[src/rtl/uart_pkg.sv]
// Shared UART definitions: frame geometry, receiver state encoding and a parity helper.
`timescale 1ns/1ps
package uart_pkg;

  localparam int FRAME_BITS = 11;
  localparam int DATA_BITS  = 8;

  typedef enum logic [2:0] {
    IDLE   = 3'd0,
    START  = 3'd1,
    DATA   = 3'd2,
    PARITY = 3'd3,
    STOP   = 3'd4
  } rx_state_e;

  // Parity bit a transmitter would send for d: ^d for even parity, ~^d for odd parity.
  function automatic logic parity_bit(input logic [DATA_BITS-1:0] d, input logic odd);
    return (^d) ^ odd;
  endfunction

endpackage

[src/rtl/uart_rx_deframer_if.sv]
// Byte delivery port of the UART receiver.
//
// Handshake: the producer raises rx_valid with rx_data/rx_perr/rx_ferr and holds all of them
// unchanged until a rising clk edge on which rx_valid && rx_ready; that edge is the transfer.
// rx_ready may be driven without looking at rx_valid. rx_perr/rx_ferr mean nothing while
// rx_valid is low.
`timescale 1ns/1ps
interface uart_rx_deframer_if;
  import uart_pkg::*;

  logic [DATA_BITS-1:0] rx_data;
  logic                 rx_valid;
  logic                 rx_ready;
  logic                 rx_perr;
  logic                 rx_ferr;

  modport master (
    output rx_data, rx_valid, rx_perr, rx_ferr,
    input  rx_ready
  );

  modport slave (
    input  rx_data, rx_valid, rx_perr, rx_ferr,
    output rx_ready
  );

endinterface

[src/rtl/uart_sync.sv]
// Two-flop synchroniser for an asynchronous single-bit input; resets to RESET_VAL.
`timescale 1ns/1ps
module uart_sync #(
  parameter bit RESET_VAL = 1'b1
) (
  input  logic clk,
  input  logic rst_n,
  input  logic d,
  output logic q
);

  logic meta_q, meta_d;
  logic sync_q, sync_d;

  // Next values: simple two-stage shift.
  always_comb begin
    meta_d = d;
    sync_d = meta_q;
  end

  // Synchroniser flops, idle level on reset so the line looks quiet.
  always_ff @(posedge clk or negedge rst_n) begin
    if (!rst_n) begin
      meta_q <= RESET_VAL;
      sync_q <= RESET_VAL;
    end else begin
      meta_q <= meta_d;
      sync_q <= sync_d;
    end
  end

  assign q = sync_q;

endmodule

[src/rtl/uart_rx_deframer.sv]
// UART receive deframer: start/8 data/parity/stop frame sampled mid-bit, one byte per frame
// delivered through a single holding register with parity/framing flags and overrun pulse.
`timescale 1ns/1ps
module uart_rx_deframer
  import uart_pkg::*;
#(
  parameter int CLKS_PER_BIT = 40,
  parameter bit PARITY_ODD   = 1'b0
) (
  input  logic                clk,
  input  logic                rst_n,
  input  logic                rx,
  uart_rx_deframer_if.master  rx_if,
  output logic                rx_overrun,
  output logic                rx_busy,
  output logic [2:0]          dbg_state
);

  localparam int CW = $clog2(CLKS_PER_BIT);
  localparam logic [CW-1:0] CNT_LAST = CW'(CLKS_PER_BIT - 1);
  localparam logic [CW-1:0] CNT_HALF = CW'(CLKS_PER_BIT / 2 - 1);

  localparam logic [2:0] ST_IDLE   = IDLE;
  localparam logic [2:0] ST_START  = START;
  localparam logic [2:0] ST_DATA   = DATA;
  localparam logic [2:0] ST_PARITY = PARITY;
  localparam logic [2:0] ST_STOP   = STOP;

  logic                 rx_s;
  logic [2:0]           state_q, state_d;
  logic [CW-1:0]        cnt_q, cnt_d;
  logic [2:0]           idx_q, idx_d;
  logic [DATA_BITS-1:0] shift_q, shift_d;
  logic                 new_perr_q, new_perr_d;
  logic                 new_ferr_q, new_ferr_d;
  logic                 stop_done_q, stop_done_d;
  logic                 rx_prev_q, rx_prev_d;
  logic [DATA_BITS-1:0] data_q, data_d;
  logic                 valid_q, valid_d;
  logic                 perr_q, perr_d;
  logic                 ferr_q, ferr_d;
  logic                 overrun_q, overrun_d;
  logic                 cnt_tick;
  logic                 deliver;

  uart_sync #(.RESET_VAL(1'b1)) u_sync (
    .clk   (clk),
    .rst_n (rst_n),
    .d     (rx),
    .q     (rx_s)
  );

  assign cnt_tick = (cnt_q == CNT_LAST);

  // Frame FSM, bit sampling and holding-register update.
  always_comb begin
    state_d     = state_q;
    cnt_d       = cnt_q;
    idx_d       = idx_q;
    shift_d     = shift_q;
    new_perr_d  = new_perr_q;
    new_ferr_d  = new_ferr_q;
    stop_done_d = stop_done_q;
    rx_prev_d   = rx_s;
    data_d      = data_q;
    valid_d     = valid_q;
    perr_d      = perr_q;
    ferr_d      = ferr_q;
    overrun_d   = 1'b0;
    deliver     = 1'b0;

    if (valid_q && rx_if.rx_ready) begin
      valid_d = 1'b0;
    end

    case (state_q)
      ST_IDLE: begin
        // Only a genuine 1->0 transition arms; a line stuck low (break) is ignored.
        if (rx_prev_q && !rx_s) begin
          cnt_d   = '0;
          state_d = ST_START;
        end
      end
      ST_START: begin
        if (cnt_q == CNT_HALF) begin
          cnt_d = '0;
          if (rx_s) begin
            state_d = ST_IDLE;
          end else begin
            idx_d   = 3'd0;
            state_d = ST_DATA;
          end
        end else begin
          cnt_d = cnt_q + CW'(1);
        end
      end
      ST_DATA: begin
        if (cnt_tick) begin
          shift_d[idx_q] = rx_s;
          cnt_d          = '0;
          idx_d          = idx_q + 3'd1;
          if (idx_q == 3'd7) begin
            state_d = ST_PARITY;
          end
        end else begin
          cnt_d = cnt_q + CW'(1);
        end
      end
      ST_PARITY: begin
        if (cnt_tick) begin
          new_perr_d = rx_s ^ parity_bit(shift_q, PARITY_ODD);
          cnt_d      = '0;
          state_d    = ST_STOP;
        end else begin
          cnt_d = cnt_q + CW'(1);
        end
      end
      ST_STOP: begin
        // Deliver the cycle after the stop sample; returning mid-stop leaves half a bit of slack.
        if (stop_done_q) begin
          deliver     = 1'b1;
          stop_done_d = 1'b0;
          state_d     = ST_IDLE;
        end else if (cnt_tick) begin
          new_ferr_d  = ~rx_s;
          stop_done_d = 1'b1;
          cnt_d       = '0;
        end else begin
          cnt_d = cnt_q + CW'(1);
        end
      end
      default: begin
        state_d = ST_IDLE;
      end
    endcase

    if (deliver) begin
      if (!valid_q || rx_if.rx_ready) begin
        data_d  = shift_q;
        perr_d  = new_perr_q;
        ferr_d  = new_ferr_q;
        valid_d = 1'b1;
      end else begin
        overrun_d = 1'b1;
      end
    end
  end

  // State and datapath registers; reset discards any partial frame.
  always_ff @(posedge clk or negedge rst_n) begin
    if (!rst_n) begin
      state_q     <= ST_IDLE;
      cnt_q       <= '0;
      idx_q       <= 3'd0;
      shift_q     <= '0;
      new_perr_q  <= 1'b0;
      new_ferr_q  <= 1'b0;
      stop_done_q <= 1'b0;
      rx_prev_q   <= 1'b1;
      data_q      <= '0;
      valid_q     <= 1'b0;
      perr_q      <= 1'b0;
      ferr_q      <= 1'b0;
      overrun_q   <= 1'b0;
    end else begin
      state_q     <= state_d;
      cnt_q       <= cnt_d;
      idx_q       <= idx_d;
      shift_q     <= shift_d;
      new_perr_q  <= new_perr_d;
      new_ferr_q  <= new_ferr_d;
      stop_done_q <= stop_done_d;
      rx_prev_q   <= rx_prev_d;
      data_q      <= data_d;
      valid_q     <= valid_d;
      perr_q      <= perr_d;
      ferr_q      <= ferr_d;
      overrun_q   <= overrun_d;
    end
  end

  assign rx_if.rx_data  = data_q;
  assign rx_if.rx_valid = valid_q;
  assign rx_if.rx_perr  = perr_q;
  assign rx_if.rx_ferr  = ferr_q;
  assign rx_overrun     = overrun_q;
  assign rx_busy        = (state_q != ST_IDLE);
  assign dbg_state      = state_q;

endmodule

[src/flat_wrapper.sv]
// flat-port wrapper written by rule: the top's interface ports become plain ports
module uart_rx_deframer_flat import uart_pkg::*;
#(
  parameter int CLKS_PER_BIT = 40,
  parameter bit PARITY_ODD   = 1'b0
)
  (clk, rst_n, rx, rx_overrun, rx_busy, dbg_state, rx_if_rx_data, rx_if_rx_valid, rx_if_rx_perr, rx_if_rx_ferr, rx_if_rx_ready);
  uart_rx_deframer_if rx_if_i ();
  input  logic clk;
  input  logic rst_n;
  input  logic rx;
  output logic rx_overrun;
  output logic rx_busy;
  output logic [2:0] dbg_state;
  output wire logic [$bits(rx_if_i.rx_data)-1:0] rx_if_rx_data;
  output wire logic [$bits(rx_if_i.rx_valid)-1:0] rx_if_rx_valid;
  output wire logic [$bits(rx_if_i.rx_perr)-1:0] rx_if_rx_perr;
  output wire logic [$bits(rx_if_i.rx_ferr)-1:0] rx_if_rx_ferr;
  input wire logic [$bits(rx_if_i.rx_ready)-1:0] rx_if_rx_ready;
  assign rx_if_rx_data = rx_if_i.rx_data;
  assign rx_if_rx_valid = rx_if_i.rx_valid;
  assign rx_if_rx_perr = rx_if_i.rx_perr;
  assign rx_if_rx_ferr = rx_if_i.rx_ferr;
  assign rx_if_i.rx_ready = rx_if_rx_ready;
  uart_rx_deframer #(.CLKS_PER_BIT(CLKS_PER_BIT), .PARITY_ODD(PARITY_ODD)) u_core (.clk(clk), .rst_n(rst_n), .rx(rx), .rx_if(rx_if_i), .rx_overrun(rx_overrun), .rx_busy(rx_busy), .dbg_state(dbg_state));
endmodule
[config.mk]
export PLATFORM = sky130hd
export DESIGN_NAME = uart_rx_deframer_flat
export DESIGN_NICKNAME = d
export VERILOG_FILES = /design/src/rtl/uart_pkg.sv /design/src/rtl/uart_rx_deframer_if.sv /design/src/rtl/uart_sync.sv /design/src/rtl/uart_rx_deframer.sv /design/src/flat_wrapper.sv
export SDC_FILE = /design/constraint.sdc
export NUM_CORES = 1
export LEC_CHECK = 0
export ABC_AREA = 1
export CELL_PAD_IN_SITES_DETAIL_PLACEMENT = 0
export CELL_PAD_IN_SITES_GLOBAL_PLACEMENT = 1
export CORE_UTILIZATION = 41
export DETAILED_ROUTE_END_ITERATION = 12
export GPL_TIMING_DRIVEN = 0
export PLACE_DENSITY_LB_ADDON = 0.12
export SLEW_MARGIN = 20
export SYNTH_ARGS = -nofsm -noshare
export SYNTH_HDL_FRONTEND = slang
export SYNTH_SLANG_ARGS = --single-unit
[constraint.sdc]
create_clock -name clk -period 1.8 [get_ports clk]
set_input_delay 0.36 -clock clk [delete_from_list [all_inputs] [get_ports clk]]
set_output_delay 0.36 -clock clk [all_outputs]
set_load 0.1 [all_outputs]
* Word level (Yosys, flattened, before mapping)
Index checks and enable logic that the tools add are counted.
** Cells by class
- $add $sub $neg :: 2
- Order comparisons :: 2
- Eq/ne operators :: 15
- Multiplexer cells :: 29
- Bitwise gates (word level) :: 3
- Reduce and logical (&&, ||, !) cells :: 19
** Operator list (number)
- 3-bit 2-to-1 mux :: 9
- 6-bit 2-to-1 mux :: 4
- 6-bit case mux with 4 select lines :: 1
- 3-bit case mux with 5 select lines :: 1
- 2-bit by 1-bit inequality test with 1-bit output, second input constant :: 6
- 1-bit 2-to-1 mux :: 10
- 8-bit bitwise mux :: 1
- 8-bit XOR reduction :: 1
- 6-bit by 1-bit adder with 6-bit output, second input constant :: 1
- 3-bit by 2-bit equality test with 1-bit output, second input constant :: 2
- 3-bit equality test, second input constant :: 2
- 6-bit by 5-bit equality test with 1-bit output, second input constant :: 1
- 6-bit equality test, second input constant :: 1
- 3-bit case mux with 2 select lines :: 1
- 2-bit AND reduction :: 3
- 3-bit AND reduction :: 2
- 6-bit AND reduction :: 1
- 3-bit by 4-bit < comparator with 1-bit output, second input constant :: 1
- 2-bit inequality test, second input constant :: 2
- 4-bit AND reduction :: 1
- 4-bit nonzero test :: 1
- 3-bit by 1-bit adder with 3-bit output, second input constant :: 1
- 1-bit demux with 3-bit select :: 1
- 3-bit by 1-bit equality test with 1-bit output, second input constant :: 1
- 11 further kinds :: 15
** Word-level totals
- Register bits after elaboration :: 38
- Input bits :: 4
- Output and inout port bits :: 16
- Logic and storage cells :: 85

* Logic depth before layout (Yosys ltp)
- Depth in word-level cells :: 5
- Depth in mapped cells :: 10
- Depth with buffers taken out :: 10

* Modules after synthesis
A second synthesis with hierarchy kept.
** Second synthesis, totals
- Cell total of the unflattened synthesis :: 242
- Area, all modules :: 1931.9 um^2
** By module, submodules not included
- uart_rx_deframer :: times used 1, cells each 240, area an instance 1879.3 um^2, sequential area each 902.1 um^2
- uart_sync :: times used 1, cells each 2, area an instance 52.6 um^2, sequential area each 52.6 um^2

* Least setup slack after synthesis
No wires, ideal clock.
- Path kind :: register -> output
- Start :: reg u_core.state_q[2] (netlist: u_core.dbg_state[2])
- End :: out rx_busy
- Arrival time :: 1.876 ns
- Required time :: 1.440 ns
- Slack :: -0.436 ns
- Cell stages (with the launch flop) :: 3
- Buffers on the path :: 0
- Path through :: dfrtp_1 inv_1 nand2_1
** Between the ends
- Cells in the longest elaborated chain, start to end :: 1
** Ends and longest elaborated chain
- from (decl) :: RTL line uart_rx_deframer.sv:30 : logic [2:0] state_q, state_d;
- from (signal assigned) :: RTL line uart_rx_deframer.sv:166 : state_q <= state_d;
- 3-bit nonzero test :: RTL line uart_rx_deframer.sv:187 : assign rx_busy = (state_q != ST_IDLE);
- to (decl) :: RTL line flat_wrapper.sv:13 : output logic rx_busy;
Every way passes these cells.

* Worst setup path in the final report
- Start :: reg u_core.state_q[1] (netlist: u_core.dbg_state[1])
- End :: out dbg_state[1]
** RTL lines
- to (decl) :: RTL line flat_wrapper.sv:14 : output logic [2:0] dbg_state;
No word-level cell between the ends.

==> qor.yml <==
outcome:
  status: "complete, no violations"
route:
  ant_nets: 0
  wire_per_inst_um: 11.12
  wirelength_mm: 3.704
  vias: 1558
  drt-pass1-iter-count: 6
  drc: 0
  drt_iter0_drc: 66
  avgViaCountPerCell: 4.679
timing:
  max_freq_mhz: 599.4
  layout_setup_ws_ps: 131.7
  setup_viol: 0
  min_period_ps: 1668
  worstMarginPinSlew_ps: 544.5
  hold_viol: 0
  post-route-period-util: 0.9268
  relSlewSlack: 0.6387
  drv_slew: 0
  skew_ps: 7.048
power:
  clkPwrFrac: 0.288
  seqPwrFrac: 0.388
  irDropWorstVdd_uv: 1005
  p_total_w: 0.002529
  p_leak_nw: 1.168
  powerDensity_nw_per_um2: 1085
  p_switching_w: 0.001008
  internal-power_w: 0.001521
  switching_share: 0.3986
  pwr-share-comb: 0.324
yosys:
  syn_avg_cell_area_um2: 7.582
  netlist.area_leader.share: 0.4584
  yosys.area.top_type: "dfrtp_1"
  ys_warn_count: 0
  synth_seq_cells: 38
  synthTopCellsByArea: "dfrtp_1 (46%), nand2_1 (18%), nand3_1 (6.3%)"
  synth_nets: 259
  syn_area_um2: 1911
  ys_seq_area_frac: 0.4997
  synth_cells: 252
  synth.distinct_cells: 22
global_route:
  first_global_vias: 1563
  grt_start_max_net_pins: 33
  overflow: 0
  antenna_found_initial: 0
  grt_usage: 0.1778
  grt_pass1_wl_mm: 6.741
cts:
  post-cts-setup-buffers: 0
  clk_pin_slew_worst_paths_ps: 80
  cts_tree: "yes"
  cts_made_buffers: 5
  cts_num_sinks: 38
  cts_htree_levels: 2
  root_buffer: "clkbuf_8"
  clk_latency_ps: 300
  cts_max_path_buffers: 2
setup_path:
  required_ps: 1440
  crit_arrival_ps: 1310
  path_delay_family: "buffers and inverters"
  critPathCaptureType: "primary output"
  critPathMaxStageDelay_ps: 580
  critPathLaunchType: "flip-flop"
  path_depth: 1
  crit_fanout: 7
  cp_cell_sequence: "clkdlybuf4s15_2"
  slowest_stage: "clkdlybuf4s15_2"
  crit_type: "flip-flop to primary output"
  reg2reg_depth: 10
  path_buf_inv: 1
final_layout:
  layout.nets: 287
  finalNonFillerCells: 333
  multi_input_comb_area_um2: 840.8
  n_fill_cell: 462
  finish.utilization: 0.5281
  area_delta_synth_final_pct: 22.00
  final_area_um2: 2331
  register_area_um2: 958.4
  drive_gt1_frac: 0.1566
  n_antenna_cell: 0
placement:
  globalplace.congestion: 0.7483
  hpwlAfterDp_mm: 2.738
  dp_slack_ps: -249.0
  postPlaceCellArea_um2: 2187
  dp.cells: 324
  portBuffers: 19
min_path:
  hold_class: "flip-flop to flip-flop"
  min_path_cells: 0
job:
  maxCapViolCount: 0
floorplanning:
  die_area_um2: 4937
  die_x_um: 70.27
  num_io_pins: 20
  initial_core_util: 0.4328
  die_y_um: 70.27
  rows: 24
  coreArea_um2: 4414
==> placed cells by master, fill, tap and decap left out, types with 3 or more instances in the layout <==
master	n
clkbuf_8	5
a21oi_1	7
dfrtp_1	32
nand3_1	24
nand2_2	4
nand2_1	91
inv_1	27
dfstp_2	3
nor3_1	4
or2_1	4
dfrtp_2	3
nor2_1	22
ha_1	3
clkdlybuf4s15_2	15
o21ai_0	15
==> flip-flops by register name (all words and copies together) (netlist names) <==
register               cells
u_core.cnt_q               6
u_core.dbg_state           3
u_core.idx_q               3
u_core.new_ferr_q          1
u_core.new_perr_q          1
u_core.rx_if.rx_data       8
u_core.rx_if.rx_ferr       1
u_core.rx_if.rx_perr       1
u_core.rx_if.rx_valid      1
u_core.rx_overrun          1
u_core.rx_prev_q           1
u_core.shift_q             8
u_core.stop_done_q         1
u_core.u_sync.meta_q       1
u_core.u_sync.q            1
==> cell usage after synthesis <==
master	n
nand4_1	1
dfrtp_1	35
nor2_4	2
nand3_1	24
a21oi_1	7
dfstp_2	3
ha_1	3
nor2_2	1
nor3_1	4
nor2_1	22
xnor2_1	1
inv_2	2
o21ai_1	1
xor2_1	2
o21ai_0	15
buf_6	1
o21ai_2	1
nand2_2	2
clkbuf_1	1
or2_1	4
nand2_1	93
inv_1	27
==> routing by layer <==
layer,track usage,part of all wire,up-vias
li1,-,-,845
met1,0.2390,0.52,687
met2,0.2603,0.43,24
met3,0.05772,0.040,2
met4,0.08000,0.0097,0
met5,0,0,-
==> per-stage QoR <==
stage                     setup TNS (ps)  hold slack (ps)
after floorplan                        0            64.41
after global placement            -22830            346.7
after detailed placement          -713.0            219.4
after CTS                         -27.94            363.3
after global routing              -22.46            366.8
final                                  0            361.0
==> cells by family (layout without fill, tap and decap cells) <==
| group | Yosys count | count (layout) | synth area share |
|---|---|---|---|
| AOI/OAI and AO/OA | 24 | 24 | 0.06483 |
| DFF | 38 | 38 | 0.4997 |
| xor gates and xnor gates | 3 | 3 | 0.01375 |
| adders and majority gates | 3 | 3 | 0.01965 |
| and+or+nand+nor | 153 | 153 | 0.3373 |
| buffers and inverters | 31 | 60 | 0.06483 |
==> worst paths after layout <==
kind | slack [ps] | startpoint | endpoint
min reg2reg | 360 | u_core.u_sync.meta_q$_DFF_PN1_ | u_core.u_sync.q$_DFF_PN1_
min in group asynchronous | 430 | rst_n | u_core.cnt_q[5]$_DFFE_PN0P_
max | 130 | u_core.dbg_state[1]$_DFFE_PN0P_ | dbg_state[1]
max reg2reg | 200 | u_core.cnt_q[0]$_DFFE_PN0P_ | u_core.idx_q[0]$_DFFE_PN0P_
min | 360 | u_core.u_sync.meta_q$_DFF_PN1_ | u_core.u_sync.q$_DFF_PN1_
max in group asynchronous | 880 | rst_n | u_core.u_sync.meta_q$_DFF_PN1_
==> power by group through the flow <==
stage,logic (W),clock network [W],registers (W)
2_1_floorplan,0.000455,0,0.00118
3_3_place_gp,0.000832,0,0.000996
3_5_place_dp,0.000837,0,0.000997
4_1_cts,0.000828,0.000750,0.000980
5_1_grt,0.000910,0.000778,0.000989
6_report,0.000820,0.000728,0.000980
==> layout make-up <==
cell class | instances | share of cell area
buffer | 2 | 0.006441
timing repair buffer | 21 | 0.09823
clock inverter | 3 | 0.01932
inverter | 29 | 0.04670
multi-input combinational | 183 | 0.3607
sequential | 38 | 0.4112
clock buffer | 5 | 0.02952
tap | 52 | 0.02791
==> timing repair <==
item | 4_1_cts | 5_1_grt
endpoints found under the hold margin | 6 | 0
gates cloned | 0 | 0
hold buffers | 1 | 0
resized for setup | 48 | 4
endpoints found under the setup margin | 16 | 4
No activity file was read; power rests on OpenSTA's default activity.
